--- src/rtl/watch_pkg.sv ---
// Shared definitions for the watch time-set controller.
// Contents: FSM state encoding, BCD digit limits, a two-digit BCD field type
// and the capture sanitisation helper.
package watch_pkg;

   typedef enum logic [1:0] {
      RUN      = 2'd0,
      EDIT_SEC = 2'd1,
      EDIT_MIN = 2'd2,
      COMMIT   = 2'd3
   } state_t;

   localparam logic [3:0] BCD_ONES_MAX = 4'd9;
   localparam logic [3:0] BCD_TENS_MAX = 4'd5;

   // One mm or ss field as two BCD digits.
   typedef struct packed {
      logic [3:0] tens;
      logic [3:0] ones;
   } bcd2_t;

   // A captured field that is not a legal 00..59 value is replaced by 00.
   function automatic bcd2_t bcd_sanitise(input bcd2_t v);
      bcd2_t r;
      r = v;
      if ((v.ones > BCD_ONES_MAX) || (v.tens > BCD_TENS_MAX)) begin
         r = '0;
      end
      return r;
   endfunction

endpackage

--- src/rtl/bcd60_step.sv ---
// Combinational one-step mod-60 BCD increment/decrement of a two-digit field.
// Ports:
//   cur - current {tens, ones}
//   dir - 0 = increment, 1 = decrement
//   nxt - {tens, ones} after one step, wrapping 59 <-> 00
module bcd60_step
   import watch_pkg::*;
(
   input  bcd2_t cur,
   input  logic  dir,
   output bcd2_t nxt
);

   always_comb begin
      nxt = cur;
      if (!dir) begin
         if (cur.ones < BCD_ONES_MAX) begin
            nxt.ones = cur.ones + 4'd1;
         end else begin
            nxt.ones = 4'd0;
            nxt.tens = (cur.tens < BCD_TENS_MAX) ? (cur.tens + 4'd1) : 4'd0;
         end
      end else begin
         if (cur.ones > 4'd0) begin
            nxt.ones = cur.ones - 4'd1;
         end else begin
            nxt.ones = BCD_ONES_MAX;
            nxt.tens = (cur.tens > 4'd0) ? (cur.tens - 4'd1) : BCD_TENS_MAX;
         end
      end
   end

endmodule

--- src/rtl/watch_time_set_ctrl.sv ---
// Time-set controller for the MM:SS counters. Button pulses edit a shadow copy
// of the time; on commit the shadow is loaded into the live counters.
// Optional macro WATCH_SET_DEC_EN adds btn_dec_p (decrement edited field).
// Ports:
//   clk, reset_p                 - clock, asynchronous active-high reset
//   btn_mode_p/sel_p/inc_p       - one-cycle button pulses (mode > sel > inc)
//   btn_dec_p                    - decrement pulse (WATCH_SET_DEC_EN only)
//   cur_sec1/sec10/min1/min10    - live counter digits, captured on edit entry
//   set_mode                     - high while editing or committing
//   load_sec, load_min           - one-cycle load enables to the counters
//   set_sec1/sec10/min1/min10    - shadow digits for the counters' set_value
//   blink_mask                   - {min10,min1,sec10,sec1}, 1 = blank digit
module watch_time_set_ctrl
   import watch_pkg::*;
#(
   parameter int unsigned BLINK_CNT = 50_000_000
) (
   input  logic       clk,
   input  logic       reset_p,
   input  logic       btn_mode_p,
   input  logic       btn_sel_p,
   input  logic       btn_inc_p,
`ifdef WATCH_SET_DEC_EN
   input  logic       btn_dec_p,
`endif
   input  logic [3:0] cur_sec1,
   input  logic [3:0] cur_sec10,
   input  logic [3:0] cur_min1,
   input  logic [3:0] cur_min10,
   output logic       set_mode,
   output logic       load_sec,
   output logic       load_min,
   output logic [3:0] set_sec1,
   output logic [3:0] set_sec10,
   output logic [3:0] set_min1,
   output logic [3:0] set_min10,
   output logic [3:0] blink_mask
);

   localparam int unsigned   CNT_W    = (BLINK_CNT > 1) ? $clog2(BLINK_CNT) : 1;
   localparam logic [CNT_W-1:0] CNT_LAST = CNT_W'(BLINK_CNT - 1);

   state_t           state;
   bcd2_t            sec_q;
   bcd2_t            min_q;
   bcd2_t            sec_step;
   bcd2_t            min_step;
   logic [CNT_W-1:0] blink_cnt;
   logic             blink_phase;
   logic             cnt_wrap;
   logic             phase_adv;
   logic             step_en;
   logic             step_dir;

   // Step request; inc outranks dec when both arrive together.
`ifdef WATCH_SET_DEC_EN
   assign step_en  = btn_inc_p | btn_dec_p;
   assign step_dir = ~btn_inc_p;
`else
   assign step_en  = btn_inc_p;
   assign step_dir = 1'b0;
`endif

   bcd60_step u_sec_step (.cur(sec_q), .dir(step_dir), .nxt(sec_step));
   bcd60_step u_min_step (.cur(min_q), .dir(step_dir), .nxt(min_step));

   assign cnt_wrap  = (blink_cnt == CNT_LAST);
   assign phase_adv = blink_phase ^ cnt_wrap;

   assign set_sec1  = sec_q.ones;
   assign set_sec10 = sec_q.tens;
   assign set_min1  = min_q.ones;
   assign set_min10 = min_q.tens;

   // Edit FSM with shadow registers, blink timer and registered outputs.
   always_ff @(posedge clk or posedge reset_p) begin
      if (reset_p) begin
         state       <= RUN;
         sec_q       <= '0;
         min_q       <= '0;
         blink_cnt   <= '0;
         blink_phase <= 1'b0;
         set_mode    <= 1'b0;
         load_sec    <= 1'b0;
         load_min    <= 1'b0;
         blink_mask  <= 4'b0000;
      end else begin
         load_sec <= 1'b0;
         load_min <= 1'b0;
         case (state)
            RUN: begin
               if (btn_mode_p) begin
                  state       <= EDIT_SEC;
                  sec_q       <= bcd_sanitise({cur_sec10, cur_sec1});
                  min_q       <= bcd_sanitise({cur_min10, cur_min1});
                  blink_cnt   <= '0;
                  blink_phase <= 1'b0;
                  set_mode    <= 1'b1;
                  blink_mask  <= 4'b0000;
               end
            end
            EDIT_SEC, EDIT_MIN: begin
               if (btn_mode_p) begin
                  state      <= COMMIT;
                  load_sec   <= 1'b1;
                  load_min   <= 1'b1;
                  blink_mask <= 4'b0000;
               end else if (btn_sel_p) begin
                  // Field toggle restarts the blink so the new field starts visible.
                  state       <= (state == EDIT_SEC) ? EDIT_MIN : EDIT_SEC;
                  blink_cnt   <= '0;
                  blink_phase <= 1'b0;
                  blink_mask  <= 4'b0000;
               end else begin
                  if (step_en) begin
                     if (state == EDIT_SEC) sec_q <= sec_step;
                     else                   min_q <= min_step;
                  end
                  blink_cnt   <= cnt_wrap ? '0 : (blink_cnt + CNT_W'(1));
                  blink_phase <= phase_adv;
                  blink_mask  <= !phase_adv ? 4'b0000 :
                                 (state == EDIT_SEC) ? 4'b0011 : 4'b1100;
               end
            end
            COMMIT: begin
               state    <= RUN;
               set_mode <= 1'b0;
            end
            default: begin
               state    <= RUN;
               set_mode <= 1'b0;
            end
         endcase
      end
   end

endmodule

--- config.mk ---
export PLATFORM = sky130hd
export DESIGN_NAME = watch_time_set_ctrl
export DESIGN_NICKNAME = d
export VERILOG_FILES = /design/src/rtl/watch_pkg.sv /design/src/rtl/bcd60_step.sv /design/src/rtl/watch_time_set_ctrl.sv
export SDC_FILE = /design/constraint.sdc
export NUM_CORES = 1
export LEC_CHECK = 0
export ABC_AREA = 1
export CORE_MARGIN = 2
export CORE_UTILIZATION = 56
export CTS_CLUSTER_SIZE = 8
export DETAILED_ROUTE_END_ITERATION = 16
export GPL_TIMING_DRIVEN = 0
export PLACE_DENSITY = 0.81
export SETUP_SLACK_MARGIN = 0.4
export SYNTH_ARGS = -nofsm -noshare
export SYNTH_HDL_FRONTEND = slang
export SYNTH_SLANG_ARGS = --single-unit
--- constraint.sdc ---
create_clock -name clk -period 2.57 [get_ports clk]
set_clock_uncertainty 0.1 [all_clocks]
set_input_delay 0.514 -clock clk [delete_from_list [all_inputs] [get_ports clk]]
set_output_delay 0.514 -clock clk [all_outputs]
set_load 0.01 [all_outputs]
## Yosys cells after proc, flatten, opt, wreduce, memory -nomap -nowiden

Index checks and enable logic that the tools add are counted.

- Input port bits: 21
- Register bits after elaboration: 51
- Logic and storage cells: 95

- Order comparisons: 8
- Add/sub/neg operators: 5
- Equality and inequality tests: 13
- Mux-type cells: 44
- Reductions and logical operators: 14
- Bitwise gates (word level): 1

Operators with widths:

| cell | count |
|---|---|
| $mux W26 | 4 |
| $mux W8 | 12 |
| $pmux W26 S2 | 1 |
| $mux W4 | 11 |
| $pmux W8 S2 | 2 |
| $add A26 B1 Y26 const B | 1 |
| $eq A26 B26 Y1 const B | 1 |
| $add A4 B1 Y4 const B | 4 |
| $ne A2 B2 Y1 const B | 8 |
| $reduce_and A7 Y1 | 2 |
| $reduce_and A6 Y1 | 2 |
| $gt A4 B3 Y1 const B | 2 |
| $gt A4 B4 Y1 const B | 2 |
| $lt A4 B3 Y1 const B | 2 |
| $lt A4 B4 Y1 const B | 2 |
| $mux W2 | 4 |
| $pmux W4 S2 | 1 |
| $mux W1 | 6 |
| $pmux W2 S3 | 1 |
| $reduce_and A2 Y1 | 3 |
| $eq A2 B2 Y1 const B | 2 |
| $pmux W1 S2 | 2 |
| $reduce_bool A2 Y1 | 2 |
| $ne A3 B3 Y1 const B | 1 |
| 6 further kinds | 7 |

## Longest topological paths before layout

- Word-level depth: 8
- Mapped depth: 12

## Hierarchy

A second synthesis with hierarchy kept.

- Cells, all modules: 555
- Area, all modules: 3,803.6 um^2

By module, submodules not included:

| module | instances | area an instance (um^2) | cells an instance |
|---|---|---|---|
| watch_time_set_ctrl | 1 | 2,927.8 | 385 |
| bcd60_step | 2 | 437.9 | 85 |

## Worst setup path after synthesis

No wires, ideal clock.

- Path kind: register to register
- Start: reg state[0]
- End: reg blink_cnt[17]
- Clock period less this slack: 1,853 ps
- Path slack: 717 ps
- Path buffers: 2
- Arrival: 1,640 ps
- Stages on the path, launching flop included: 12
- Cell sequence: dfrtp_1 -> inv_1 -> ha_1 -> buf_2 -> nand2_1 -> nand2_2 -> buf_6 -> nor2_4 -> nand3_4 -> xor2_1 -> nand2_1 -> inv_1

- Longest elaborated chain between the ends: 4
- Elaborated cells between the ends (all ways): 9
- Classes of those cells: eq/ne (4); mux (1); reduce/logical (4)

RTL lines:

| element | line | RTL |
|---|---|---|
| start, declared | watch_time_set_ctrl.sv:43 | `state_t state;` |
| start signal, assigned | watch_time_set_ctrl.sv:110 | `state <= (state == EDIT_SEC) ? EDIT_MIN : EDIT_SEC;` |
| $eq A2 B1 Y1 / $eq A2 B2 Y1 (equally long branches) | watch_time_set_ctrl.sv:90 | `case (state)` |
| $reduce_or A2 Y1 | watch_time_set_ctrl.sv:90 |  |
| $ne A2 B2 Y1 (no source line) / $reduce_bool A2 Y1 (equally long branches) | - |  |
| $reduce_and A3 Y1 (no source line) | - |  |
| end signal, assigned | watch_time_set_ctrl.sv:119 | `blink_cnt <= cnt_wrap ? '0 : (blink_cnt + CNT_W'(1));` |
| end, declared | watch_time_set_ctrl.sv:48 | `logic [CNT_W-1:0] blink_cnt;` |

Parallel ways exist; a longest one is shown, timed or not.
A chain may end at the register's enable or synchronous reset.

## Final worst setup path

Same ends and word-level chain as after synthesis.

==> results.toml <==
[route]
drc_errors = 0
dr.pass1.iters = 4
drtIter0Drc = 226
wl_per_cell_um = 12.9
viasPerCell = 5.20
postRouteAntennaNets = 0
wl_um = 7560
vias = 3048

[synth]
yosys.area.top_type = "dfrtp_1"
async_flop_share_pct = 100
yosys_most_used_dff = "dfrtp_1"
synth_compound_gate_area_share_pct = 11.2
synth.top_cells.by_count = "nand2_1 (97), inv_1 (73), nor2_1 (62)"
synth.area.mux_share_pct = 0
synth_adder_area_share_pct = 5.27
syn-cell-area_um2 = 3320
ys_warn_count = 0
synthXorXnorAreaFrac_pct = 4.22
synth_top_family_by_area = "simple AND/OR/NAND/NOR gates"
syn_nets = 492
synth.area.top_cells = "dfrtp_1 (37%), nand2_1 (11%), inv_1 (8.2%)"
synth_top_area_share_pct = 36.9
synth.distinct_cells = 34
synthSimpleGateAreaFrac_pct = 31.9
synth_seq_area_share_pct = 36.9
syn_inst = 457
synth.avg_cell_area_um2 = 7.27
yosysMostFrequentCell = "nand2_1"
synth_edf_count = 0
ys_ff_latch = 49

[critical_path]
startpoint = "state[0]"
crit_arrival_ps = 2180
cp-end-kind = "flop"
cpPeakStageDelay_ps = 400
cp_data_required_time_ps = 2690
worst-path-max-fanout = 10
start_kind = "flop"
worstReg2RegStart = "state[0]"
path_cells = "inv_1, ha_1, clkbuf_4, nand2_2, nand2_2, buf_6, nor2_4, nand3_4, xor2_1, nand2_1, inv_1"
critPathKind = "flop to flop"
crit_slowest_cell = "dfrtp_1"
r2r_cells = 11

[global_routing]
grt_pass1_wl_um = 13100
gr-total-overflow = 0
grt_pass1_vias = 2978
grt_max_degree = 35
grt_usage_pct = 25.1
antenna_found_initial = 0

[cts]
cts_buffers = 5
clockBufferDepth = 2
cts_tree = "yes"
clk_root_buffer_cell = "clkbuf_8"
clk_latency_ps = 310
clkSlewWorstSetupHoldPaths_ps = 100
clock-sinks = 49
h-tree-depth = 2

[floorplanning]
die_h_um = 81.0
die_area_um2 = 6560
io_pins = 44
rows = 28
floorplan.initialDensity_pct = 57.1
die_w_um = 81.0
coreArea_um2 = 5820

[sta]
tightestPinTransition_ps = 573
rsz0062_at_grt = "yes"
setup_viol = 0
hold_viol = 0
drv_slew = 0
min_period_ps = 2070
hold-worst-slack_ps = 385
fmax_mhz = 484
min_period_over_period_pct = 80.4
relSlewSlack_pct = 61.6

[min_path]
worstHoldPathType = "primary input to asynchronous set/reset pin"

[final_layout]
stdcell_area_um2 = 4030
layout.nets = 545
fin_util_pct = 69.2
layout-drive-gt1-share_pct = 11.4
antenna_cells = 0
syn2layout_area_growth_pct = 21.2

[placed_design]
dpl_cell_area_um2 = 3870
io_buffers = 43
gp_congestion = 0.922
dpl.hpwl_um = 5740

[power_and_ir_drop]
swShare_pct = 44.3
power_switching_mw = 1.45
power_mw = 3.28
p_per_area_nw_per_um2 = 815
p_seq_share_pct = 31.8
power_frac_clock_pct = 14.7
p_comb_share_pct = 53.6
power.internal_mw = 1.83
p_leak_nw = 1.80
vdd_drop_max_mv = 0.608

[status]
status = "finished, final reports clean"

[job]
maxCapViolCount = 0
[routing by layer]
metal | track usage [%] | wire length (um)
met4 | 6.78 | 79
met2 | 43.6 | 3680
met5 | 0 | 0
met3 | 4.44 | 299
met1 | 32.1 | 3500
[state kept, by name, indices dropped and copies added, names as in the netlist]
signal	cells
set_min1	4
set_sec10	4
blink_mask	2
blink_cnt	26
state	2
blink_phase	1
set_mode	1
load_min	1
set_sec1	4
set_min10	4
[power by group through the flow]
stage                     logic, mW  registers, mW  clock network [mW]
after detailed placement       1.65           1.05                   0
after global placement         1.61           1.05                   0
after global routing           1.96           1.06               0.514
after floorplan                1.05           1.08                   0
after CTS                      1.66           1.04               0.486
final                          1.76           1.04               0.482
[layout by cell type, fill, tap and decap left out, types with 2 or more instances in the layout]
| master | Yosys | layout |
|---|---|---|
| nand4_1 | 6 | 6 |
| o21ai_1 | 5 | 6 |
| o21ai_2 | 2 | 2 |
| a22oi_1 | 4 | 4 |
| nand3_1 | 30 | 29 |
| xnor2_1 | 6 | 6 |
| a21boi_1 | 2 | 2 |
| nor3_1 | 11 | 11 |
| o21ai_0 | 26 | 25 |
| nand3_2 | 2 | 2 |
| nor2_1 | 62 | 59 |
| a21oi_1 | 10 | 9 |
| clkdlybuf4s50_1 | 0 | 43 |
| dfrtp_1 | 49 | 49 |
| nand2_2 | 9 | 10 |
| nor2_4 | 5 | 7 |
| o211ai_1 | 3 | 3 |
| clkbuf_8 | 0 | 5 |
| nor3_4 | 2 | 2 |
| inv_2 | 3 | 5 |
| ha_1 | 14 | 14 |
| nand2_1 | 97 | 96 |
| nand3_4 | 1 | 2 |
| buf_4 | 4 | 4 |
| nor2_2 | 4 | 5 |
| inv_1 | 73 | 71 |
| xor2_1 | 10 | 10 |
| o22ai_1 | 7 | 7 |
| buf_6 | 2 | 4 |
[worst max-delay path, delay by kind of cell, from the launching register on]
| family | cells | cell delay [ps] |
|---|---|---|
| buf+inv | 4 | 490 |
| simple gates | 5 | 490 |
| flops | 1 | 400 |
| fa+ha+maj | 1 | 320 |
| xor+xnor | 1 | 160 |
[logic make-up (layout without fill, tap and decap cells)]
family                     after synthesis  in the layout
adders and majority gates               14             14
buffers and inverters                   84            138
and+or+nand+nor                        231            231
xor gates and xnor gates                16             16
AOI/OAI and AO/OA                       63             63
DFF                                     49             49
[area by class of cell]
class	instances	area (um^2)
Sequential cell	49	1230
Clock inverter	3	21.3
Tap cell	75	93.8
Multi-Input combinational cell	324	1790
Buffer	8	68.8
Inverter	76	285
Clock buffer	5	68.8
Fill cell	522	1790
Timing Repair Buffer	46	469
[worst paths after layout]
path	end	slack, ps
hold / removal	blink_cnt[4]	390
hold reg to reg	blink_phase	410
min in group clk	blink_phase	410
setup reg to reg	blink_cnt[17]	500
max in group asynchronous	blink_cnt[17]	1480
setup / recovery	blink_cnt[17]	500
[per-stage QoR]
stage               worst slack, ps  std cells  setup TNS, ps
finish                          504        586              0
global route                    336        586              0
detailed placement              267        576              0
floorplan                       717        457              0
CTS                             429        584              0
global placement               -177        575          -8530
[timing repair]
action,in CTS,in global routing
gates resized for setup,0,15
setup buffers,0,2
setup endpoints to repair,0,34
hold buffers,0,0
(Power assumes the default switching activity.)
